$ cat config.mk
export PLATFORM = sky130hd
export DESIGN_NAME = mac_dot_sequencer
export DESIGN_NICKNAME = d
export VERILOG_FILES = /design/src/rtl/mac_dot_sequencer.sv
export SDC_FILE = /design/constraint.sdc
export NUM_CORES = 1
export LEC_CHECK = 0
export ABC_AREA = 1
export CORE_ASPECT_RATIO = 0.5
export CORE_MARGIN = 3
export CORE_UTILIZATION = 35
export DETAILED_ROUTE_END_ITERATION = 10
export GPL_TIMING_DRIVEN = 1
export PLACE_DENSITY_LB_ADDON = 0.1
export REMOVE_ABC_BUFFERS = 1
export SLEW_MARGIN = 20
export SYNTH_ARGS = -nofsm -noshare
export SYNTH_HDL_FRONTEND = slang
export SYNTH_SLANG_ARGS = --single-unit
$ cat constraint.sdc
create_clock -name clk -period 1.9 [get_ports clk]
set_clock_uncertainty 0.2 [all_clocks]
set_input_delay 0.57 -clock clk [delete_from_list [all_inputs] [get_ports clk]]
set_output_delay 0.57 -clock clk [all_outputs]
set_load 0.1 [all_outputs]
$ cat src/rtl/mac_dot_sequencer.sv
// mac_dot_sequencer
//   Operand-side controller for a 4-bit accumulating MAC. Operand pairs are
//   buffered in a small FIFO and issued one per cycle. At the end of each
//   vector the accumulator is captured as a dot-product result on a
//   valid/ready output, and the MAC is then cleared for the next vector.
//
//   Optional feature: define MAC_DOT_SAT_EN to saturate out_data to 8'hFF
//   when the vector overflowed. Without it, out_data is the wrapped sum.
//
// Ports
//   clk, rst            clock, asynchronous active-low reset
//   in_valid/in_ready   operand pair handshake (in_ready = !full)
//   in_a, in_b, in_last operand pair and end-of-vector marker
//   mac_a, mac_b        registered operands to the MAC (0 on bubbles)
//   mac_cin             MAC carry-in, tied to 0
//   mac_clr             registered active-high MAC clear
//   mac_result          MAC accumulator value
//   mac_cout            MAC adder carry-out for the sum about to be registered
//   out_valid/out_ready result handshake
//   out_data            dot-product result
//   out_ovf             accumulation overflowed at least once in the vector
//   out_terms           number of terms in the vector (wraps)
module mac_dot_sequencer #(
    parameter int FIFO_DEPTH = 4,
    parameter int CNT_W      = 8
) (
    input  logic             clk,
    input  logic             rst,
    input  logic             in_valid,
    output logic             in_ready,
    input  logic [3:0]       in_a,
    input  logic [3:0]       in_b,
    input  logic             in_last,
    output logic [3:0]       mac_a,
    output logic [3:0]       mac_b,
    output logic             mac_cin,
    output logic             mac_clr,
    input  logic [7:0]       mac_result,
    input  logic             mac_cout,
    output logic             out_valid,
    input  logic             out_ready,
    output logic [7:0]       out_data,
    output logic             out_ovf,
    output logic [CNT_W-1:0] out_terms
);

    localparam int PTR_W = $clog2(FIFO_DEPTH);

    typedef enum logic [2:0] {
        StClear,
        StIssue,
        StDrain,
        StCapture,
        StHold
    } state_t;

    state_t state_q, state_d;

    // FIFO entry layout: {last, a, b}
    logic [8:0]       mem [FIFO_DEPTH];
    logic [PTR_W:0]   wr_ptr_q, rd_ptr_q;
    logic             full, empty, push, pop;
    logic [8:0]       head;

    logic             term_vld_q;
    logic             sticky_q;
    logic [CNT_W-1:0] cnt_q;
    logic             accept;

    assign mac_cin  = 1'b0;

    // Extra pointer bit distinguishes full from empty.
    assign empty    = (wr_ptr_q == rd_ptr_q);
    assign full     = (wr_ptr_q[PTR_W] != rd_ptr_q[PTR_W]) &&
                      (wr_ptr_q[PTR_W-1:0] == rd_ptr_q[PTR_W-1:0]);
    assign in_ready = !full;
    assign push     = in_valid && !full;
    assign pop      = (state_q == StIssue) && !empty;
    assign head     = mem[rd_ptr_q[PTR_W-1:0]];
    assign accept   = (state_q == StHold) && out_valid && out_ready;

    // Storage needs no reset; the pointers define what is valid.
    always_ff @(posedge clk) begin
        if (push) begin
            mem[wr_ptr_q[PTR_W-1:0]] <= {in_last, in_a, in_b};
        end
    end

    always_ff @(posedge clk or negedge rst) begin
        if (!rst) begin
            wr_ptr_q <= '0;
            rd_ptr_q <= '0;
        end else begin
            if (push) wr_ptr_q <= wr_ptr_q + 1'b1;
            if (pop)  rd_ptr_q <= rd_ptr_q + 1'b1;
        end
    end

    // Next-state logic
    always_comb begin
        state_d = state_q;
        unique case (state_q)
            StClear:   state_d = StIssue;
            StIssue:   if (pop && head[8]) state_d = StDrain;
            StDrain:   state_d = StCapture;
            StCapture: state_d = StHold;
            StHold:    if (accept) state_d = StClear;
            default:   state_d = StClear;
        endcase
    end

    always_ff @(posedge clk or negedge rst) begin
        if (!rst) begin
            state_q <= StClear;
        end else begin
            state_q <= state_d;
        end
    end

    // Datapath registers
    always_ff @(posedge clk or negedge rst) begin
        if (!rst) begin
            mac_a      <= '0;
            mac_b      <= '0;
            mac_clr    <= 1'b1;
            term_vld_q <= 1'b0;
            sticky_q   <= 1'b0;
            cnt_q      <= '0;
            out_valid  <= 1'b0;
            out_data   <= '0;
            out_ovf    <= 1'b0;
            out_terms  <= '0;
        end else begin
            // The MAC accumulates the held term on this same edge, so its
            // carry-out belongs to that term.
            if (term_vld_q && mac_cout) sticky_q <= 1'b1;

            // One-cycle clear pulse following result acceptance.
            mac_clr <= accept;

            unique case (state_q)
                StIssue: begin
                    if (pop) begin
                        mac_a      <= head[7:4];
                        mac_b      <= head[3:0];
                        term_vld_q <= 1'b1;
                        cnt_q      <= cnt_q + CNT_W'(1);
                    end else begin
                        // Bubble: 0*0 leaves the accumulator unchanged.
                        mac_a      <= '0;
                        mac_b      <= '0;
                        term_vld_q <= 1'b0;
                    end
                end
                StDrain: begin
                    mac_a      <= '0;
                    mac_b      <= '0;
                    term_vld_q <= 1'b0;
                end
                StCapture: begin
`ifdef MAC_DOT_SAT_EN
                    out_data  <= sticky_q ? 8'hFF : mac_result;
`else
                    out_data  <= mac_result;
`endif
                    out_ovf   <= sticky_q;
                    out_terms <= cnt_q;
                    out_valid <= 1'b1;
                end
                StHold: begin
                    if (accept) begin
                        out_valid <= 1'b0;
                        sticky_q  <= 1'b0;
                        cnt_q     <= '0;
                    end
                end
                default: begin
                end
            endcase
        end
    end

endmodule
==> results by group, run 1 <==
Status
  – Status: finished with violations
  – Failing checks: negative setup slack

Die
  – Die H: ~76 µm
  – FP Rows: 24
  – Boundary Pins: 51
  – Die X: around 150 µm
  – CORE AREA: 9130 µm²
  – Die area: 11100 µm²
  – Initial Util: 0.378

Critical path
  – Worst Path Arrival: 1.23 ns
  – R2r setup slk: ~0.11 ns
  – Worst reg2reg path depth: 8
  – Worst path bufs/invs: 2
  – Worst reg2reg startpoint: wr_ptr_q[0]
  – Critical path class: flip-flop to output port
  – Crit path top cell by count: nand2_2
  – Crit-path max FO: 4
  – Worst setup path endpoint: in_ready
  – Worst path depth: 5
  – Element type at the critical path end: output port
  – Data required, critical path: roughly 1.1 ns
  – Crit-path slowest cell: dfrtp_1
  – Terminus of the critical flop-to-flop path: mem[0][7]
  – Crit path largest cell delay: ~0.42 ns
  – Crit path launch type: flip-flop
  – CP cell instances: inv_2 > nand2_2 > nand2_2 > nand3_4 > buf_12
  – CP startpoint: wr_ptr_q[0]
  – Top delay family on crit path: flip-flops

Drt
  – Routed wire length: around 7300 µm
  – Vias/cell: 4.54
  – Antenna-violating nets left: 0
  – First-pass DRT Iterations: 4
  – Via count: about 2500
  – Detailed-route DRC error count: 0
  – Iteration-0 DRC Markers: ~170
  – Routed len/inst: between 10 and 15 µm

Power and ir drop
  – Internal power: ~3.4 mW
  – Pleak: 2.17 nW
  – Combinational share of power: 0.164
  – Clock Power Share: 0.366
  – VDD IR max: a little under 0.5 mV
  – Sw Pwr: roughly 1.1 mW
  – Total power: approximately 4.5 mW
  – Sw Ratio: 0.249
  – Seq pwr share: 0.470
  – Pwr dens: about 940 nW/µm²

Clocking
  – Total CTS buffers: 9
  – CTS tree: built
  – Later-pin clock latency in the skew report: 0.33 ns
  – Clk sink count: between 80 and 90
  – Clock buffer depth: 2
  – CTS H-Tree Depth: 3
  – CTS clk-pin slew, worst paths: about 0.060 ns
  – Root Driver: clkbuf_16

STA
  – Fin crit period: roughly 2.0 ns
  – RSZ-0062 raised after global routing: true
  – Pins Over Slew Limit: 0
  – Fin. Hold Viols: 0
  – Worst setup margin: -0.0975 ns
  – Setup TNS: -0.0975 ns
  – Max frequency: between 0.5 and 0.6 GHz
  – Worst hold slack: between 0.007 and 0.008 ns
  – Period Utilization, post-route: 1.05
  – Final setup fails: 1

Logic synthesis
  – Syn Area/Cell: approximately 10 µm²
  – Warnings, synthesis: 0
  – Unique cell type count in the Yosys netlist: 27
  – Synth Area in Compound Gates: 0.0595
  – Fraction of registers with async set/reset: 0.561
  – Main flop type after synthesis: dfrtp_1
  – Yosys top cell area share: 0.327
  – Seq cells post-synth: 82
  – Number of flops mapped to enable cells by yosys: 36
  – Synth Area in XOR/XNOR: 0.0152
  – Synth area leaders: dfrtp_1 33%, edfxtp_1 31%, nand2_1 13%, o21ai_0 2.9%, inv_1 2.8%
  – Mux share of post-synthesis cell area: 0
  – Post-synthesis sequential area ratio: 0.648
  – Adder-cell share of the synthesized area: 0.0218
  – Post-Syn Instances: 346
  – Leading area contributor after synthesis: dfrtp_1
  – Top post-synthesis cells by count: 116 x nand2_1, 45 x dfrtp_1, 36 x edfxtp_1
  – Post-synthesis simple-gate area fraction: 0.198
  – Most frequent cell after synthesis: nand2_1
  – Largest family of logic cells by synthesized area: simple AND/OR/NAND/NOR gates
  – Synthesized area: 3450 µm²

Layout
  – Fraction of layout cells with a size suffix above 1: 0.216
  – Fill cell count: about 830
  – Area Overhead vs Synth: 39.5%
  – Fin cells: around 550
  – ANT cells: 0
  – Nets: roughly 450

Run
  – Max cap viols: 0

Min path
  – Hold Path Class: input port to asynchronous set/reset pin

Placement
  – Dpl ws: -0.111 ns
  – GPL Wtd Cong: ~0.76
  – Final HPWL from detailed placement: 5240 µm
  – Number of port buffers: 49
  – Placed insts: approximately 530

Global routing
  – Antenna violations before repair: 0
  – First-pass GRT wire length: 12700 µm
  – Met2 GRT Util: 0.216
  – Top Usage Layer GRT: met2
  – Global Route Usage Sum: 0.143
  – Number of global-route vias before repair: roughly 2500
  – Largest net degree at the start of global routing: 47
  – GR met3 Demand/Resource: 0.0493
  – Global-route met1 utilization: 0.193
  – Grt ovf: 0
## cell families (layout without fill, tap and decap cells)
family,after synthesis,after routing
xor gates and xnor gates,6,6
and+or+nand+nor,165,165
DFF,82,82
buffers and inverters,47,122
AOI/OAI and AO/OA,39,39
adders and majority gates,6,6
other,1,1
## power by group through the flow
stage / Clock, mW / Sequential (mW) / Combinational [mW]
after global routing: 1.79 / 2.13 / 0.818
after detailed placement: 0 / 2.16 / 0.603
after floorplan: 0 / 2.14 / 0.325
final: 1.65 / 2.12 / 0.739
after global placement: 0 / 2.15 / 0.593
after CTS: 1.71 / 2.12 / 0.692
## placed cells by master (no fill, tap or decap), types with 2 or more instances in the layout
cell	synthesis	layout
o22ai_1	8	8
buf_12	0	29
nor3_2	2	2
dfrtp_1	45	45
xnor2_1	2	2
inv_1	26	21
nand3_1	14	13
nand2_1	116	112
clkinv_2	0	2
buf_4	2	23
ha_1	6	6
clkdlybuf4s50_1	0	20
o21ai_0	20	20
edfxtp_1	36	36
nor3_1	2	2
nor2_1	25	25
xor2_1	4	4
o21ai_1	10	10
nand2_2	1	5
clkbuf_16	0	9
inv_2	8	13
## what timing repair did
action	CTS	global route
hold buffers	0	0
setup buffers	4	4
setup endpoints to repair	1	1
gates resized for setup	7	4
pin swaps	1	1
## worst min-delay path by stage
stage / endpoint / cells after the start
floorplan: cnt_q[0] / 0
detailed placement: term_vld_q / 2
global placement: term_vld_q / 2
CTS: wr_ptr_q[0] / 2
global route: mac_b[1] / 2
finish: mac_b[1] / 2
## sequential cells by signal, indices dropped and copies added, names as in the netlist
| signal | cells |
|---|---|
| out_ovf | 1 |
| sticky_q | 1 |
| term_vld_q | 1 |
| out_terms | 8 |
| cnt_q | 8 |
| mac_b | 4 |
| mac_a | 4 |
| mem | 36 |
| state_q | 3 |
| rd_ptr_q | 3 |
| wr_ptr_q | 3 |
| mac_clr | 1 |
| out_valid | 1 |
| out_data | 8 |
## cell type report
| type | count | area [µm²] | share of cell area |
|---|---|---|---|
| sequential | 82 | 2230 | 0.464 |
| multi-input combinational | 217 | 1040 | 0.216 |
| timing repair buffer | 73 | 958 | 0.199 |
| clock buffer | 10 | 229 | 0.0476 |
| tap | 130 | 163 | 0.0338 |
| inverter | 34 | 128 | 0.0265 |
| clock inverter | 5 | 56.3 | 0.0117 |
## per-stage QoR
| step | area (µm²) | util |
|---|---|---|
| finish | 4810 | 0.527 |
| floorplan | 3380 | - |
| global route | 4810 | 0.527 |
| detailed placement | 4440 | 0.486 |
| CTS | 4780 | 0.523 |
| global placement | 4440 | 0.486 |
## per-layer routing
metal  vias to the layer above  routed length [µm]
li1                       1249                   -
met1                      1190                3400
met2                        57                3470
met3                         7                 398
met4                         0                  72
met5                         -                   0
Power figures use the tool's default switching activity.
==> run 2, diff against run 1 <==
Settings changed: CORE_MARGIN 3 to 2.
==> run 2 against run 1 <==
Against the previous run: the flow finishes with violations (negative hold slack, negative setup slack); design area rose by 0.42%; combinational power is 3.4% lower; via count down 0.92%; register-to-register slack worse by 0.02 ns; total power is 2.6% higher; core utilization fell by 1.9 points; sequential cell count unchanged; largest cell class unchanged; largest power group unchanged.
==> results by group, run 2 (same netlist as run 1, synthesis figures left out) <==
Status
  – Status: finished with violations
  – Failing checks: negative hold slack, negative setup slack

Die
  – Die X: 144 µm (-1.4%)
  – Die area: 10700 µm² (-4.0%)
  – CORE AREA: 9510 µm² (+4.2%)
  – FP Rows: 25 (+4.2%)
  – Initial Util: 0.363 (-0.0151)
  – Die H: 74.2 µm (-2.6%)
  – Boundary Pins: 51 (unchanged)

Global routing
  – Grt ovf: 0 (unchanged)
  – Largest net degree at the start of global routing: 47 (unchanged)
  – First-pass GRT wire length: 12000 µm (-5.7%)
  – Global Route Usage Sum: 0.151 (+0.00836)
  – Number of global-route vias before repair: 2363 (-3.8%)
  – Antenna violations before repair: 0 (unchanged)

Min path
  – Hold Path Class: input port to asynchronous set/reset pin

Clocking
  – Clock buffer depth: 2 (unchanged)
  – Later-pin clock latency in the skew report: 0.34 ns (about the same)
  – Total CTS buffers: 9 (unchanged)
  – CTS clk-pin slew, worst paths: 0.06 ns (about the same)
  – CTS H-Tree Depth: 3 (unchanged)
  – CTS tree: built
  – Clk sink count: 82 (unchanged)
  – Hold buffers post-CTS: 0 (unchanged)
  – Root Driver: clkbuf_16

Placement
  – Final HPWL from detailed placement: 5090 µm (-2.9%)
  – Number of port buffers: 49 (unchanged)
  – GPL Wtd Cong: 0.841 (+9.9%)

Layout
  – ANT cells: 0 (unchanged)
  – Flip-flop count of the largest register after layout: 36 (unchanged)
  – Nets: 444 (-0.22%)
  – Most frequent cells in the layout: 112 x nand2_1, 45 x dfrtp_1, 36 x edfxtp_1
  – Fraction of layout cells with a size suffix above 1: 0.216 (unchanged)
  – Commonest non-fill, non-tap cell in the layout: nand2_1
  – Area Overhead vs Synth: 40.1%

Power and ir drop
  – Pleak: 2.18 nW (+0.45%)
  – Pwr dens: 958 nW/µm² (+2.2%)
  – Total power: 4.63 mW (+2.6%)
  – VDD IR max: 0.488 mV (-1.4%)

Drt
  – Detailed-route DRC error count: 0 (unchanged)
  – Via count: 2480 (-0.92%)
  – Vias/cell: 4.46 (-1.8%)
  – Routed wire length: 7290 µm (-0.71%)
  – Routed len/inst: 13.1 µm (-1.6%)
  – First-pass DRT Iterations: 4 (unchanged)
  – Antenna-violating nets left: 0 (unchanged)
  – Iteration-0 DRC Markers: 181 (+5.8%)

STA
  – Max frequency: 0.497 GHz (-0.77%)
  – Period Utilization, post-route: 1.06 (+0.00818)
  – Pins Over Slew Limit: 0 (unchanged)
  – Fin. Hold Viols: 9 (+9)
  – Worst setup margin: -0.113 ns (-0.0155 ns)
  – Worst hold slack: -0.0155 ns (-0.0226 ns)
  – Setup TNS: -0.113 ns (-0.0155 ns)
  – Final setup fails: 1 (unchanged)
  – RSZ-0062 raised after global routing: true
  – Fin crit period: 2.01 ns (+0.0155 ns)

Critical path
  – Crit-path max FO: 3 (-1)
  – Worst Path Arrival: 1.24 ns (about the same)
  – Crit path launch type: flip-flop
  – Critical path class: flip-flop to output port
  – Element type at the critical path end: output port
  – Data required, critical path: 1.13 ns (about the same)

Run
  – Max cap viols: 0 (unchanged)
[run 2: cell types whose count changed in the layout (fill, tap and decap cells not counted), sizes merged]
cell and change:
inv +5, clkinv -2, buf -1, clkbuf -1, clkinvlp -1
[run 2: path summary, 6_finish.rpt]
path | cells after the start | slack, ns | end | from
max | 6 | -0.11 | in_ready | wr_ptr_q[2]
min | 2 | -0.02 | wr_ptr_q[2] | rst
max reg2reg | 8 | 0.09 | mem[2][2] | wr_ptr_q[2]
min reg2reg | 2 | 0.28 | term_vld_q | term_vld_q
max in group asynchronous | 2 | 1.25 | mac_clr | rst
min in group clk | 2 | 0.28 | term_vld_q | term_vld_q
[run 2: per-layer routing]
metal,up-vias,GRT usage,wire length (µm),share of wire
li1,1256,-,-,-
met1,1148,0.194,3490,0.48
met2,65,0.240,3310,0.45
met3,11,0.0554,405,0.056
met4,0,0.0550,87,0.012
met5,-,0,0,0
[run 2: what timing repair did]
item,in CTS,in global routing
pin swaps,1,4
endpoints found under the setup margin,28,19
setup buffers,5,3
resized for setup,3,7
[run 2: per-stage QoR]
| stage | util | cells | instance area, µm² | worst slack [ns] |
|---|---|---|---|---|
| 6_report | 0.508 | 556 | 4830 | -0.113 |
| 5_1_grt | 0.508 | 556 | 4830 | -0.166 |
| 4_1_cts | 0.504 | 553 | 4790 | -0.145 |
| 3_5_place_dp | 0.467 | 532 | 4440 | -0.216 |
| 3_3_place_gp | 0.467 | 532 | 4440 | -0.193 |
| 2_1_floorplan | - | 333 | 3380 | -1.33 |
[run 2: layout make-up]
type / instances / area [µm²]
well taps: 135 / 169
clock inverters: 7 / 81.3
repair buffers: 72 / 951
flip-flops and latches: 82 / 2230
inverters: 34 / 128
clock buffers: 9 / 225
fillers: 889 / 4680
multi-input cells: 217 / 1040
[run 2: where the power goes]
part | switching [mW] | leakage (nW) | internal [mW]
registers | 0.0689 | 0.891 | 2.05
logic | 0.407 | 1.13 | 0.308
clock network | 0.747 | 0.153 | 1.04
total | 1.22 | 2.18 | 3.40
[run 2: critical path, cell delays in order (launching register included)]
cell	delay [ns]
dfrtp_1	0.40
inv_1	0.06
nand2_1	0.04
nand2_1	0.09
inv_2	0.05
nand3_4	0.08
buf_12	0.17
==> run 3, diff against run 2 <==
Settings changed: CORE_ASPECT_RATIO 0.5 to not set, GPL_ROUTABILITY_DRIVEN set to 0.
==> run 3 against run 2 <==
Against the previous run: the run ends with negative setup slack left; routed wire length down 3.4%; sequential share of layout area up 1.3 points; sequential cell count unchanged; non-clock buffer count up 1; critical endpoint unchanged; largest cell class unchanged.
==> results by group, run 3 (same netlist as run 1, synthesis figures left out) <==
Layout
  – Nets: 445 (+0.23%)
  – Commonest non-fill, non-tap cell in the layout: nand2_1
  – Final instance area: 4700 µm² (-2.7%)
  – Area of the multi-input gates: 1040 µm² (unchanged)
  – Most frequent cells in the layout: 112 x nand2_1, 45 x dfrtp_1, 36 x edfxtp_1
  – Area Overhead vs Synth: 36.3%
  – Fill cell count: 913 (+2.7%)
  – Flip-flop count of the largest register after layout: 36 (unchanged)
  – Register area: 2230 µm² (unchanged)
  – Fin cells: 555 (-0.18%)
  – Fraction of layout cells with a size suffix above 1: 0.206 (-0.00999)
  – ANT cells: 0 (unchanged)

Critical path
  – CP cell instances: inv_2 > nand2_2 > nand2_2 > nand3_4 > buf_12
  – Critical path class: flip-flop to output port
  – Top delay family on crit path: flip-flops
  – Data required, critical path: 1.13 ns (about the same)
  – Worst Path Arrival: 1.26 ns (+0.02 ns)
  – Crit path largest cell delay: 0.42 ns (+0.02 ns)
  – Crit path top cell by count: nand2_2
  – Worst path bufs/invs: 2 (-1)
  – Crit-path slowest cell: dfrtp_1
  – Crit path launch type: flip-flop
  – Crit-path max FO: 4 (+1)
  – Element type at the critical path end: output port

Drt
  – Routed wire length: 7040 µm (-3.4%)
  – Routed len/inst: 12.7 µm (-3.3%)
  – Iteration-0 DRC Markers: 89 (-51%)
  – Vias/cell: 4.42 (-0.99%)
  – First-pass DRT Iterations: 5 (+1)
  – Via count: 2451 (-1.2%)
  – Detailed-route DRC error count: 0 (unchanged)
  – Antenna-violating nets left: 0 (unchanged)

Min path
  – Hold Path Class: flip-flop to flip-flop

STA
  – Fin crit period: 2.03 ns (+0.0186 ns)
  – Setup TNS: -0.132 ns (-0.0186 ns)
  – Pins Over Slew Limit: 0 (unchanged)
  – Max frequency: 0.492 GHz (-0.91%)
  – Worst hold slack: 0.281 ns (+0.296 ns)
  – Fin. Hold Viols: 0 (-9)
  – Period Utilization, post-route: 1.07 (+0.00977)
  – RSZ-0062 raised after global routing: true
  – Worst setup margin: -0.132 ns (-0.0186 ns)
  – Final setup fails: 1 (unchanged)

Global routing
  – Global Route Usage Sum: 0.145 (-0.00622)
  – First-pass GRT wire length: 11700 µm (-2.0%)
  – Antenna violations before repair: 0 (unchanged)
  – Number of global-route vias before repair: 2313 (-2.1%)
  – Grt ovf: 0 (unchanged)
  – Largest net degree at the start of global routing: 31 (-34%)

Placement
  – Dpl ws: -0.120 ns (+0.0957 ns)
  – Placed insts: 532 (unchanged)
  – Placed cell area: 4450 µm² (+0.28%)
  – Number of port buffers: 49 (unchanged)
  – Final HPWL from detailed placement: 4980 µm (-2.2%)

Power and ir drop
  – Pwr dens: 835 nW/µm² (-13%)
  – VDD IR max: 0.458 mV (-6.2%)
  – Pleak: 2.11 nW (-3.1%)

Die
  – Initial Util: 0.356 (-0.00656)
  – Die H: 103 µm (+39%)
  – CORE AREA: 9680 µm² (+1.8%)
  – FP Rows: 36 (+44%)
  – Die X: 103 µm (-28%)
  – Die area: 10700 µm² (-0.45%)
  – Boundary Pins: 51 (unchanged)

Clocking
  – Later-pin clock latency in the skew report: 0.35 ns (about the same)
  – Clock buffer depth: 2 (unchanged)
  – CTS tree: built
  – CTS H-Tree Depth: 3 (unchanged)
  – Clk sink count: 82 (unchanged)
  – Root Driver: clkbuf_8
  – Total CTS buffers: 9 (unchanged)
  – CTS clk-pin slew, worst paths: 0.09 ns (+0.03 ns)

Run
  – Max cap viols: 0 (unchanged)

Status
  – Failing checks: negative setup slack
  – Status: finished with violations
[run 3: cell types whose count changed in the layout (fill, tap and decap cells not counted), moves of 2 or more]
cell / delta
clkinv_1: +2
clkbuf_16: -9
clkinv_4: +2
clkbuf_8: +9
inv_6: -3
[run 3: where the power goes]
| group | switching [mW] | leakage, nW | total (mW) | internal, mW |
|---|---|---|---|---|
| logic | 0.397 | 1.13 | 0.691 | 0.294 |
| registers | 0.0588 | 0.891 | 2.11 | 2.05 |
| clock network | 0.649 | 0.0819 | 1.12 | 0.476 |
| total | 1.10 | 2.11 | 3.92 | 2.82 |
[run 3: metrics by stage]
| stage | utilization | power [mW] |
|---|---|---|
| 6_report | 0.485 | 3.92 |
| 5_1_grt | 0.485 | 4.14 |
| 4_1_cts | 0.482 | 3.91 |
| 3_5_place_dp | 0.460 | 2.73 |
| 3_3_place_gp | 0.460 | 2.72 |
| 2_1_floorplan | - | 2.46 |
[run 3: worst register-to-register path, delay by kind of cell, from the launching register on]
kind          cells  cell delay, ns
buf+inv           3            0.30
flops             1            0.41
simple gates      5            0.49
[run 3: what timing repair did]
item / 4_1_cts / 5_1_grt
pin swaps: 1 / 3
endpoints found under the hold margin: 15 / 0
hold buffers: 1 / 0
resized for setup: 3 / 6
setup buffers: 4 / 2
setup endpoints to repair: 1 / 1
[run 3: path summary, 6_finish.rpt]
check / start / end / slack, ns / cells after the start
setup / recovery: wr_ptr_q[1] / in_ready / -0.13 / 5
hold / removal: term_vld_q / term_vld_q / 0.28 / 2
setup reg to reg: rd_ptr_q[2] / mem[0][8] / 0.21 / 8
hold reg to reg: term_vld_q / term_vld_q / 0.28 / 2
max in group asynchronous: rst / cnt_q[1] / 0.51 / 3
min in group asynchronous: rst / out_terms[7] / 0.48 / 2
[run 3: area by class of cell]
cell class	instances	area share
Clock buffer	10	0.0272
Clock inverter	6	0.00879
Inverter	34	0.0272
Multi-Input combinational cell	217	0.222
Sequential cell	82	0.475
Tap cell	133	0.0354
Timing Repair Buffer	73	0.205
[run 3: routing by layer]
metal,track usage,part of all wire
met3,0.0329,0.037
met2,0.223,0.46
met1,0.202,0.49
met4,0.0547,0.014
met5,0,0
